--- src/rtl/atomic_sequencer_if.sv ---
// Data-memory port used by the atomic sequencer while it owns the bus.
// The master drives the request side and the slave returns read data and the ack.
interface atomic_sequencer_if #(
    parameter int ADDR_WIDTH = 32,
    parameter int DATA_WIDTH = 32
);
    logic                  mem_req;
    logic                  mem_we;
    logic [ADDR_WIDTH-1:0] mem_addr;
    logic [DATA_WIDTH-1:0] mem_wdata;
    logic [DATA_WIDTH-1:0] mem_rdata;
    logic                  mem_ack;

    modport master (
        output mem_req, mem_we, mem_addr, mem_wdata,
        input  mem_rdata, mem_ack
    );

    modport slave (
        input  mem_req, mem_we, mem_addr, mem_wdata,
        output mem_rdata, mem_ack
    );
endinterface

--- src/rtl/atomic_sequencer.sv ---
// RV32A execution unit: runs AMO read-modify-write sequences and LR/SC with a
// single-entry reservation on the data-memory port while the pipeline is stalled.
module atomic_sequencer #(
    parameter int ADDR_WIDTH = 32,
    parameter int DATA_WIDTH = 32
) (
    input  logic                  clk,
    input  logic                  rst,
    input  logic                  start,
    input  logic [4:0]            funct5,
    input  logic [ADDR_WIDTH-1:0] addr,
    input  logic [DATA_WIDTH-1:0] operand,
    output logic                  busy,
    output logic                  done,
    output logic [DATA_WIDTH-1:0] result,
    output logic                  misaligned,
    input  logic                  snoop_valid,
    input  logic [ADDR_WIDTH-1:0] snoop_addr,
    atomic_sequencer_if.master    mem
);
    localparam logic [4:0] F_ADD  = 5'b00000;
    localparam logic [4:0] F_SWAP = 5'b00001;
    localparam logic [4:0] F_LR   = 5'b00010;
    localparam logic [4:0] F_SC   = 5'b00011;
    localparam logic [4:0] F_XOR  = 5'b00100;
    localparam logic [4:0] F_OR   = 5'b01000;
    localparam logic [4:0] F_AND  = 5'b01100;
    localparam logic [4:0] F_MIN  = 5'b10000;
    localparam logic [4:0] F_MAX  = 5'b10100;
    localparam logic [4:0] F_MINU = 5'b11000;
    localparam logic [4:0] F_MAXU = 5'b11100;

    typedef enum logic [2:0] {IDLE, READ, CALC, WRITE, DONE} state_t;

    state_t                state_reg;
    logic [4:0]            funct_reg;
    logic [ADDR_WIDTH-1:0] addr_reg;
    logic [DATA_WIDTH-1:0] operand_reg;
    logic [DATA_WIDTH-1:0] old_reg;
    logic                  busy_reg;
    logic                  done_reg;
    logic [DATA_WIDTH-1:0] result_reg;
    logic                  misaligned_reg;
    logic                  req_reg;
    logic                  we_reg;
    logic [DATA_WIDTH-1:0] wdata_reg;
    logic                  res_valid_reg;
    logic [ADDR_WIDTH-1:0] res_addr_reg;
    logic [DATA_WIDTH-1:0] new_next;
    logic                  snoop_hit;
    logic                  own_write_hit;

    assign busy          = busy_reg;
    assign done          = done_reg;
    assign result        = result_reg;
    assign misaligned    = misaligned_reg;
    assign mem.mem_req   = req_reg;
    assign mem.mem_we    = we_reg;
    assign mem.mem_addr  = addr_reg;
    assign mem.mem_wdata = wdata_reg;

    // Reservations are tracked per word, so the byte offset is ignored.
    assign snoop_hit     = snoop_valid && (((snoop_addr ^ res_addr_reg) >> 2) == '0);
    assign own_write_hit = ((addr_reg ^ res_addr_reg) >> 2) == '0;

    always_comb begin
        new_next = operand_reg;
        case (funct_reg)
            F_ADD:   new_next = old_reg + operand_reg;
            F_XOR:   new_next = old_reg ^ operand_reg;
            F_AND:   new_next = old_reg & operand_reg;
            F_OR:    new_next = old_reg | operand_reg;
            F_MIN:   new_next = ($signed(old_reg) < $signed(operand_reg)) ? old_reg : operand_reg;
            F_MAX:   new_next = ($signed(old_reg) > $signed(operand_reg)) ? old_reg : operand_reg;
            F_MINU:  new_next = (old_reg < operand_reg) ? old_reg : operand_reg;
            F_MAXU:  new_next = (old_reg > operand_reg) ? old_reg : operand_reg;
            F_SWAP:  new_next = operand_reg;
            default: new_next = operand_reg;
        endcase
    end

    always_ff @(posedge clk) begin
        if (rst) begin
            state_reg      <= IDLE;
            funct_reg      <= '0;
            addr_reg       <= '0;
            operand_reg    <= '0;
            old_reg        <= '0;
            busy_reg       <= 1'b0;
            done_reg       <= 1'b0;
            result_reg     <= '0;
            misaligned_reg <= 1'b0;
            req_reg        <= 1'b0;
            we_reg         <= 1'b0;
            wdata_reg      <= '0;
            res_valid_reg  <= 1'b0;
            res_addr_reg   <= '0;
        end else begin
            // Snoop clear comes first so an LR completing this cycle overrides it.
            if (snoop_hit) res_valid_reg <= 1'b0;

            case (state_reg)
                IDLE: begin
                    if (start) begin
                        funct_reg   <= funct5;
                        addr_reg    <= addr;
                        operand_reg <= operand;
                        busy_reg    <= 1'b1;
                        if (funct5 == F_SC) res_valid_reg <= 1'b0;
                        if (addr[1:0] != 2'b00) begin
                            misaligned_reg <= 1'b1;
                            result_reg     <= '0;
                            done_reg       <= 1'b1;
                            state_reg      <= DONE;
                        end else if (funct5 == F_SC) begin
                            if (res_valid_reg && (res_addr_reg == addr)) begin
                                req_reg   <= 1'b1;
                                we_reg    <= 1'b1;
                                wdata_reg <= operand;
                                state_reg <= WRITE;
                            end else begin
                                result_reg <= DATA_WIDTH'(1);
                                done_reg   <= 1'b1;
                                state_reg  <= DONE;
                            end
                        end else begin
                            req_reg   <= 1'b1;
                            we_reg    <= 1'b0;
                            state_reg <= READ;
                        end
                    end
                end
                READ: begin
                    if (mem.mem_ack) begin
                        old_reg <= mem.mem_rdata;
                        req_reg <= 1'b0;
                        if (funct_reg == F_LR) begin
                            res_valid_reg <= 1'b1;
                            res_addr_reg  <= addr_reg;
                            result_reg    <= mem.mem_rdata;
                            done_reg      <= 1'b1;
                            state_reg     <= DONE;
                        end else begin
                            state_reg <= CALC;
                        end
                    end
                end
                CALC: begin
                    wdata_reg <= new_next;
                    req_reg   <= 1'b1;
                    we_reg    <= 1'b1;
                    state_reg <= WRITE;
                end
                WRITE: begin
                    if (mem.mem_ack) begin
                        req_reg    <= 1'b0;
                        we_reg     <= 1'b0;
                        done_reg   <= 1'b1;
                        result_reg <= (funct_reg == F_SC) ? '0 : old_reg;
                        if (funct_reg != F_SC && own_write_hit) res_valid_reg <= 1'b0;
                        state_reg  <= DONE;
                    end
                end
                DONE: begin
                    done_reg       <= 1'b0;
                    misaligned_reg <= 1'b0;
                    busy_reg       <= 1'b0;
                    state_reg      <= IDLE;
                end
                default: state_reg <= IDLE;
            endcase
        end
    end
endmodule

--- src/flat_wrapper.sv ---
// flat-port wrapper written by rule: the top's interface ports become plain ports
module atomic_sequencer_flat 
#(
    parameter int ADDR_WIDTH = 32,
    parameter int DATA_WIDTH = 32
)
  (clk, rst, start, funct5, addr, operand, busy, done, result, misaligned, snoop_valid, snoop_addr, mem_mem_req, mem_mem_we, mem_mem_addr, mem_mem_wdata, mem_mem_rdata, mem_mem_ack);
  atomic_sequencer_if #(.ADDR_WIDTH(ADDR_WIDTH), .DATA_WIDTH(DATA_WIDTH)) mem_i ();
  input  logic clk;
  input  logic rst;
  input  logic start;
  input  logic [4:0] funct5;
  input  logic [ADDR_WIDTH-1:0] addr;
  input  logic [DATA_WIDTH-1:0] operand;
  output logic busy;
  output logic done;
  output logic [DATA_WIDTH-1:0] result;
  output logic misaligned;
  input  logic snoop_valid;
  input  logic [ADDR_WIDTH-1:0] snoop_addr;
  output wire logic [$bits(mem_i.mem_req)-1:0] mem_mem_req;
  output wire logic [$bits(mem_i.mem_we)-1:0] mem_mem_we;
  output wire logic [$bits(mem_i.mem_addr)-1:0] mem_mem_addr;
  output wire logic [$bits(mem_i.mem_wdata)-1:0] mem_mem_wdata;
  input wire logic [$bits(mem_i.mem_rdata)-1:0] mem_mem_rdata;
  input wire logic [$bits(mem_i.mem_ack)-1:0] mem_mem_ack;
  assign mem_mem_req = mem_i.mem_req;
  assign mem_mem_we = mem_i.mem_we;
  assign mem_mem_addr = mem_i.mem_addr;
  assign mem_mem_wdata = mem_i.mem_wdata;
  assign mem_i.mem_rdata = mem_mem_rdata;
  assign mem_i.mem_ack = mem_mem_ack;
  atomic_sequencer #(.ADDR_WIDTH(ADDR_WIDTH), .DATA_WIDTH(DATA_WIDTH)) u_core (.clk(clk), .rst(rst), .start(start), .funct5(funct5), .addr(addr), .operand(operand), .busy(busy), .done(done), .result(result), .misaligned(misaligned), .snoop_valid(snoop_valid), .snoop_addr(snoop_addr), .mem(mem_i));
endmodule
--- config.mk ---
export PLATFORM = sky130hd
export DESIGN_NAME = atomic_sequencer_flat
export DESIGN_NICKNAME = d
export VERILOG_FILES = /design/src/rtl/atomic_sequencer_if.sv /design/src/rtl/atomic_sequencer.sv /design/src/flat_wrapper.sv
export SDC_FILE = /design/constraint.sdc
export NUM_CORES = 1
export LEC_CHECK = 0
export CAP_MARGIN = 10
export CORE_UTILIZATION = 35
export CTS_CLUSTER_SIZE = 10
export DETAILED_ROUTE_END_ITERATION = 16
export MAX_ROUTING_LAYER = met4
export PLACE_DENSITY = 0.64
export SETUP_SLACK_MARGIN = 0.02
export SYNTH_ARGS = -nofsm -noshare
export SYNTH_HDL_FRONTEND = slang
export SYNTH_SLANG_ARGS = --single-unit
--- constraint.sdc ---
create_clock -name clk -period 3.6 [get_ports clk]
set_clock_uncertainty 0.2 [all_clocks]
set_input_delay 0.36 -clock clk [delete_from_list [all_inputs] [get_ports clk]]
set_output_delay 0.36 -clock clk [all_outputs]
set_load 0.05 [all_outputs]
# Word-level counts from Yosys, hierarchy flattened
# Index checks and enable logic that the tools add are counted.
[op_classes]
add_sub_neg = 1
mul = 0
n_div = 0
n_lt_le_gt_ge = 4
eq_ne = 28
n_shift = 0
n_mux = 58
bitwise = 5
reduce_logical = 26
[ops]
columns = ["operator", "count"]
rows = [
  ["2-to-1 mux 32 bit", 16],
  ["case mux 32 bit (8 select lines)", 1],
  ["case mux 32 bit (3 select lines)", 1],
  ["XOR 32 bit", 3],
  ["> comparator 32 bit", 2],
  ["zero test 32 bit", 2],
  ["less-than comparator 32 bit", 2],
  ["case mux 32 bit (2 select lines)", 1],
  ["adder 32 bit", 1],
  ["bitwise AND 32 bit", 1],
  ["== test 32 bit", 1],
  ["bitwise OR 32 bit", 1],
  ["2-to-1 mux 1 bit", 25],
  ["2-to-1 mux 3 bit", 7],
  ["== test 5 bit, second input constant", 4],
  ["== test 5 x 2 -> 1 bit, second input constant", 3],
  ["AND reduction 5 bit", 3],
  ["AND reduction 7 bit", 2],
  ["case mux 3 bit (4 select lines)", 1],
  ["== test 5 x 4 -> 1 bit, second input constant", 2],
  ["inequality test 2 x 1 -> 1 bit, second input constant", 5],
  ["case mux 1 bit (3 select lines)", 3],
  ["AND reduction 3 bit", 3],
  ["nonzero test 3 bit", 3],
  ["other kinds (18)", 29],
]
[word_totals]
ff_bits = 206
latch_bits = 0
ram_bits = 0
romBits = 0
input_bits = 138
output_inout_bits = 101
word_cells = 136
n_memories = 0

# Depth between registers and ports, before layout
# Gate-level depths: netlist (run 1).
[depth]
word_depth = 7
mapped_depth = 14
ltp_nobuf = 11

# Worst setup path before layout (run 1)
# OpenSTA, ideal clock, no wires.
[synth_timing]
path_kind = "reg-to-reg"
startpoint = "reg u_core.old_reg[27]"
endpoint = "reg u_core.wdata_reg[25] (netlist: u_core.mem.mem_wdata[25])"
setup_ps = 122
arrival_time_ps = 2903
required_time_ps = 3278
setup_slack_ps = 375
stages_incl_launch_ff = 14
path_buffers = 2
synth_period_minus_slack_ps = 3225
cell_sequence = "dfxtp_1 inv_1 ha_1 buf_4 nor4_2 nand3_1 and2b_1 o41ai_4 and3_4 o31ai_4 o41ai_2 buf_4 nand4b_1 a311o_1"
[synth_via]
elab_chain_cells = 4
[synth_lines]
columns = ["item", "line_no", "source"]
rows = [
  ["start: declaration", "atomic_sequencer.sv:39", "logic [DATA_WIDTH-1:0] old_reg;"],
  ["start signal: assignment", "atomic_sequencer.sv:135", "old_reg <= mem.mem_rdata;"],
  ["> comparator 32 bit (tied with other cells)", "atomic_sequencer.sv:76", "F_MAXU: new_next = (old_reg > operand_reg) ? old_reg : operand_reg;"],
  ["2-to-1 mux 32 bit (on tied branches)", "--", ""],
  ["case mux 32 bit (8 select lines) (*)", "atomic_sequencer.sv:68", "case (funct_reg)"],
  ["case mux 32 bit (2 select lines) (*)", "atomic_sequencer.sv:102", "case (state_reg)"],
  ["end signal: assignment", "atomic_sequencer.sv:119", "wdata_reg <= operand;"],
  ["end signal: assignment", "atomic_sequencer.sv:149", "wdata_reg <= new_next;"],
  ["end: declaration", "atomic_sequencer.sv:46", "logic [DATA_WIDTH-1:0] wdata_reg;"],
]
# Mark *: on every way between the ends. The rest lies on a longest branch, timed or not.
# A chain may end at the register's enable or synchronous reset.

# Worst setup path after layout (run 1)
[layout_timing]
startpoint = "reg u_core.operand_reg[22]"
endpoint = "reg u_core.wdata_reg[23] (netlist: u_core.mem.mem_wdata[23])"
[layout_via]
elab_chain_cells = 4
[layout_lines]
columns = ["item", "line_no", "source"]
rows = [
  ["start: declaration", "atomic_sequencer.sv:38", "logic [DATA_WIDTH-1:0] operand_reg;"],
  ["start signal: assignment", "atomic_sequencer.sv:107", "operand_reg <= operand;"],
  ["> comparator 32 bit (tied with other cells)", "atomic_sequencer.sv:76", ""],
  ["2-to-1 mux 32 bit (on tied branches)", "--", ""],
  ["case mux 32 bit (8 select lines) (*)", "atomic_sequencer.sv:68", ""],
  ["case mux 32 bit (2 select lines) (*)", "atomic_sequencer.sv:102", ""],
]
# Marks and branches as above.

==> results.toml, run 1 <==
[run_status]
status = "complete, no violations"

[timing]
worst_slew_pin_slew_ns = 0.9702
drv_slew = 0
fin_crit_ns = 3.502
maxSlewHeadroom_pct = 35.32
finalSetupViolCount = 0
fmax_mhz = 285.5
setup_ws_ns = 0.09776
period_share_pct = 97.28
hold_viol = 0

[global_route]
grt_pass1_wl_um = 82450
grt_antenna_before_repair = 3
grt_start_max_net_pins = 70
grt_pass1_vias = 14460
grt_overflow = 0
grt.total_usage_pct = 26.27

[critical_path]
crit_slowest_cell = "dfxtp_1"
r2r_cells = 14
ff2ff_setup_slack_ns = 0.1
cp.arrival_ns = 3.73
critPathLaunchType = "register"
cp_max_fo = 7
critPathBufInv = 4
crit_family = "compound AO/OA/AOI/OAI gates"
crit_path_start = "u_core.operand_reg[22]"
r2r_end = "u_core.mem.mem_wdata[23]"
worstPathRequired_ns = 3.83
worstReg2RegStart = "u_core.operand_reg[22]"
endpoint_kind = "register"
crit_path_cell_trace = "inv_1 -> ha_1 -> nor4_2 -> buf_4 -> nand3_1 -> and2b_1 -> o41ai_4 -> and3_4 -> o31ai_4 -> o41ai_4 -> buf_12 -> buf_4 -> a221oi_2 -> a21oi_1"
critPathKind = "register to register"
max_stage_delay_ns = 0.35

[logic_synthesis]
synth_seq_cells = 206
synth_area_um2 = 14020
synth_ff_type = "dfxtp_1"
synth-edff-count = 0
synth_area_leader_cell = "dfxtp_1"
syn_nets = 2052
ys_top_cells_by_area = "dfxtp_1 (29%), nand2_1 (9.3%), ha_1 (8.6%)"
yosys_warnings = 0
syn_inst = 1817
async_reset_ff_share_pct = 0
yosysTopAreaCellShare_pct = 29.41
synth_cell_types = 88
seq_area_frac_synth_pct = 29.41
synth.avg_cell_area_um2 = 7.718

[route]
postRouteAntennaNets = 0
drt_iter0_drc = 1178
wl_per_cell_um = 20.06
viasPerCell = 5.483
vias = 14670
firstDrtPassIters = 5
wirelength_um = 53670
drc_errors = 0

[cells_and_area]
area_growth_pct = 35.39
fin_util_pct = 48.56
drive_gt1_share_pct = 14.76
fin_nets = 2376
nFillCells = 3823

[power_and_ir_drop]
p_leak_nw = 7.343
ir_worst_vdd_mv = 0.3746
power_density_nw_per_um2 = 376.9

[die]
core-area_um2 = 39100
start_util_pct = 35.87
ioPinCount = 239
die_h_um = 202.2
std_cell_rows = 72
dieArea_um2 = 40870
die_w_um = 202.2

[clocking]
tritoncts = "yes"
holdBufCountCts = 0
cts-root-buf = "clkbuf_16"
cts.clk_slew.worst_paths_ns = 0.06
numCtsBuffers = 26
cts_sinks = 206
ctsHtreeMaxLevel = 1
clock_path_buffers = 3
clk_latency_ns = 0.56

[place]
routabilityCongestion = 0.9598
place_ws_ns = -0.1387
io_buffers = 236
hpwlAfterDp_um = 39820

[worst_hold_path]
hold-path-endpoint = "u_core.operand_reg[13]"
holdPathStages = 2
worstHoldPathType = "primary input to register"
min-delay-start = "rst"

[run]
max_cap_viol_count = 0
==> cells in the mapped netlist (21+ instances only) <==
library cell  count
a211oi_2         32
a21o_1           21
a21oi_1         219
a221oi_1         23
a22oi_1          53
clkbuf_1         95
dfxtp_1         206
ha_1             96
inv_1            85
mux2i_1          31
nand2_1         346
nand4_1          21
nor2_1          127
nor3_1           25
nor4_1           31
o21ai_0          46
xnor2_1          46
xor2_1           67
==> area by class of cell <==
class / instances / area (um^2) / area share [%]
clock buffer: 40 / 763.2 / 4.020
multi-input combinational: 1396 / 9208 / 48.50
timing repair buffer: 424 / 3862 / 20.34
sequential: 206 / 4124 / 21.72
inverter: 87 / 326.6 / 1.720
tap: 518 / 648.1 / 3.414
clock inverter: 2 / 46.29 / 0.2438
antenna: 3 / 7.507 / 0.03954
==> layout by cell type (no fill, tap or decap), drive strengths merged, types with 6 or more instances in the layout <==
cell type	count
a211o	14
a211oi	44
a21o	21
a21oi	220
a221oi	29
a22oi	53
a311oi	9
a31oi	9
buf	189
clkbuf	40
clkdlybuf4s50	235
dfxtp	206
ha	96
inv	87
mux2	6
mux2i	31
nand2	348
nand2b	7
nand3	17
nand4	21
nor2	127
nor2b	11
nor3	28
nor4	36
o2111ai	8
o211ai	15
o21ai	47
o21bai	9
o31ai	7
or3	6
xnor2	46
xor2	67
==> where the power goes <==
part / internal [mW] / switching, mW
Clock: 1.51 / 1.04
Combinational: 0.829 / 1.26
Sequential: 2.41 / 0.111
==> what timing repair did <==
item | in CTS | in global routing
pin swaps | 0 | 7
setup endpoints to repair | 6 | 20
resized for setup | 1 | 26
buffers inserted | 0 | 3
==> per-layer routing <==
metal	wire [um]	GRT usage (%)
met5	0	-
met4	1504	8.378
met3	4581	5.305
met2	24880	42.34
met1	22700	32.82
==> stage by stage <==
step / setup TNS, ns / total power, mW / cell area (um^2) / hold WS (ns) / std cells
6_report: 0 / 7.155 / 18990 / 0.07484 / 2676
5_1_grt: -0.01802 / 7.445 / 18990 / 0.1051 / 2676
4_1_cts: 0 / 7.145 / 18810 / 0.08138 / 2670
3_5_place_dp: -0.9185 / 4.597 / 18000 / 0.2638 / 2628
3_3_place_gp: -0.1287 / 4.577 / 18000 / 0.2570 / 2628
2_1_floorplan: 0 / 3.718 / 14020 / 0.2496 / 1817
==> worst max-delay path by stage <==
| stage | end | slack (ns) | cells after the start |
|---|---|---|---|
| after global routing | u_core.mem.mem_wdata[23] | -0.02 | 15 |
| final | u_core.mem.mem_wdata[23] | 0.1 | 14 |
| after detailed placement | u_core.mem.mem_wdata[5] | -0.14 | 10 |
| after global placement | u_core.mem.mem_wdata[17] | -0.04 | 10 |
| after floorplan | u_core.mem.mem_wdata[25] | 0.37 | 13 |
| after CTS | u_core.mem.mem_wdata[26] | 0.05 | 15 |
==> worst reg2reg max path, delay by kind of cell, from the launching register on <==
family	cells	cell delay, ns
buffers and inverters	4	0.61
AND/OR/NAND/NOR	4	0.94
flip-flops	1	0.35
adder cells (fa/ha/maj)	1	0.31
AO/OA/AOI/OAI	5	0.98
==> cell families (layout without fill, tap and decap cells) <==
kind of cell | count (synthesis) | count (layout) | share of synthesized area [%]
buffers and inverters | 215 | 553 | 6.281
AND/OR/NAND/NOR | 624 | 624 | 19.73
XOR/XNOR | 113 | 113 | 7.057
adder cells (fa/ha/maj) | 97 | 97 | 8.708
other | 0 | 3 | 0
flip-flops | 206 | 206 | 29.41
multiplexers | 37 | 37 | 2.694
AO/OA/AOI/OAI | 525 | 525 | 26.12
Power figures use the tool's default switching activity.
==> run 2: changes to the inputs <==
Settings changed: CORE_MARGIN from default to 3.
==> results.toml, run 2 (synthesis gave the netlist of run 1 again) <==
[route]
drt_iter0_drc = 1073
drc_errors = 0
wirelength_um = 54360
firstDrtPassIters = 6
wl_per_cell_um = 20.34
postRouteAntennaNets = 0
viasPerCell = 5.482
vias = 14650

[critical_path]
endpoint_kind = "register"
cp_max_fo = 8
crit_path_cell_trace = "inv_1 -> ha_2 -> nor2_1 -> a221oi_2 -> buf_4 -> o21bai_2 -> o41ai_4 -> buf_4 -> nand2_2 -> buf_4 -> a2bb2oi_4 -> buf_4 -> a21oi_1 -> o31ai_1 -> a311oi_1"
critPathKind = "register to register"
worstReg2RegStart = "u_core.operand_reg[3]"
r2r_end = "u_core.mem.mem_wdata[11]"
max_stage_delay_ns = 0.38
path_common_cell = "buf_4"
critPathLaunchType = "register"
cp.arrival_ns = 3.64
r2r_cells = 15
worstPathRequired_ns = 3.81
crit_slowest_cell = "ha_2"
ff2ff_setup_slack_ns = 0.17

[power_and_ir_drop]
p_leak_nw = 7.267
p_int_mw = 4.524
power_density_nw_per_um2 = 364.5
netSwitchingFraction_pct = 34.19
power_frac_comb_pct = 30.4
power_frac_clock_pct = 33.0
seq_power_share_pct = 36.6
ir_worst_vdd_mv = 0.3113
netSwitchingPower_mw = 2.350

[die]
start_util_pct = 35.87
die_w_um = 206.2
std_cell_rows = 72
ioPinCount = 239
core-area_um2 = 39100
die_h_um = 206.2
dieArea_um2 = 42500

[cells_and_area]
fin_nets = 2378
most-common-layout-cells = "nand2_1 (346), clkdlybuf4s50_1 (235), a21oi_1 (218)"
nFillCells = 3847
area_growth_pct = 34.48
fin_area_um2 = 18860
drive_gt1_share_pct = 14.41
final_common_cell = "nand2_1"
fin_util_pct = 48.24

[global_route]
use_met1_pct = 32.54
grt_start_max_net_pins = 70
grtUsageMet2_pct = 40.40
grt_overflow = 0
grt_pass1_wl_um = 82000
grt_busiest_layer = "met2"
met3_usage_pct = 4.946
grt.total_usage_pct = 25.36
grt_pass1_vias = 14110
grt_antenna_before_repair = 3

[clocking]
cts_sinks = 206
tritoncts = "yes"
ctsHtreeMaxLevel = 1
cts-root-buf = "clkbuf_16"
clock_path_buffers = 3
numCtsBuffers = 25
cts.clk_slew.worst_paths_ns = 0.06
clk_latency_ns = 0.55

[timing]
drv_slew = 0
finalSetupViolCount = 0
fin_crit_ns = 3.428
maxSlewHeadroom_pct = 35.53
fmax_mhz = 291.7
rsz0062_at_grt = "false"
hold_viol = 0
whs_ns = 0.06657
worst_slew_pin_slew_ns = 0.9670
period_share_pct = 95.21

[worst_hold_path]
min-delay-start = "rst"
holdPathStages = 2
worstHoldPathType = "primary input to register"
hold-path-endpoint = "u_core.old_reg[13]"

[place]
dpl_cell_area_um2 = 18030
routabilityCongestion = 0.9374
hpwlAfterDp_um = 40870
io_buffers = 236

[run_status]
status = "complete, no violations"

[run]
max_cap_viol_count = 0
run 2: cell count changes in the layout (fill, tap and decap cells not counted), moves of 3 or more:
cell,before,now
a21oi_2,6,2
dfxtp_1,206,203
a221oi_1,16,21
clkbuf_8,6,2
dfxtp_2,0,3
a21oi_1,214,218
a221oi_2,12,7
run 2: layout make-up:
class	instances	area, um^2	area share [%]
Antenna cell	3	7.507	0.03981
Clock buffer	34	679.4	3.602
Clock inverter	1	5.005	0.02654
Inverter	87	326.6	1.732
Multi-Input combinational cell	1396	9164	48.59
Sequential cell	206	4128	21.89
Tap cell	518	648.1	3.437
Timing Repair Buffer	427	3901	20.69
run 2: stage by stage:
step                      worst slack (ns)  setup TNS, ns  instances  power, mW
after detailed placement          -0.01045       -0.01045       2631      4.605
after global placement             0.03464              0       2631      4.589
after CTS                          0.07285              0       2666      6.886
final                               0.1723              0       2672      6.875
after floorplan                     0.3747              0       1817      3.718
after global routing               0.01880              0       2672      7.161
run 2: worst max path at each step:
stage / start / to / slack (ns) / cells past startpoint
5_1_grt: u_core.operand_reg[3] / u_core.mem.mem_wdata[14] / 0.02 / 14
6_report: u_core.operand_reg[3] / u_core.mem.mem_wdata[11] / 0.17 / 15
4_1_cts: u_core.old_reg[1] / u_core.mem.mem_wdata[3] / 0.07 / 15
3_3_place_gp: addr[5] / u_core.mem.mem_wdata[31] / 0.03 / 11
3_5_place_dp: addr[14] / u_core.mem.mem_wdata[31] / -0.01 / 11
2_1_floorplan: u_core.old_reg[27] / u_core.mem.mem_wdata[25] / 0.37 / 13
run 2: what timing repair did:
action	4_1_cts	5_1_grt
buffers inserted	0	3
endpoints found under the hold margin	0	0
hold buffers	0	0
gates resized for setup	0	22
endpoints found under the setup margin	0	30
run 2: power by group through the flow:
stage	clock (mW)	combinational, mW	sequential [mW]
after global routing	2.40	2.22	2.53
after detailed placement	0	2.04	2.56
after floorplan	0	0.867	2.85
after CTS	2.32	2.05	2.52
after global placement	0	2.03	2.56
final	2.27	2.09	2.52
run 2: routing by layer:
layer	part of all wire, %	wire length, um	up-vias
met1	44	23740	6927
met2	45	24640	588
met5	0	0	-
li1	-	-	7034
met3	7.7	4207	98
met4	3.3	1771	0
run 2: critical path: cells and delay by family, from the launching register on:
| family | cells | cell delay [ns] |
|---|---|---|
| adder cells (fa/ha/maj) | 1 | 0.38 |
| flip-flops | 1 | 0.33 |
| AO/OA/AOI/OAI | 7 | 1.38 |
| AND/OR/NAND/NOR | 2 | 0.16 |
| buffers and inverters | 5 | 0.84 |
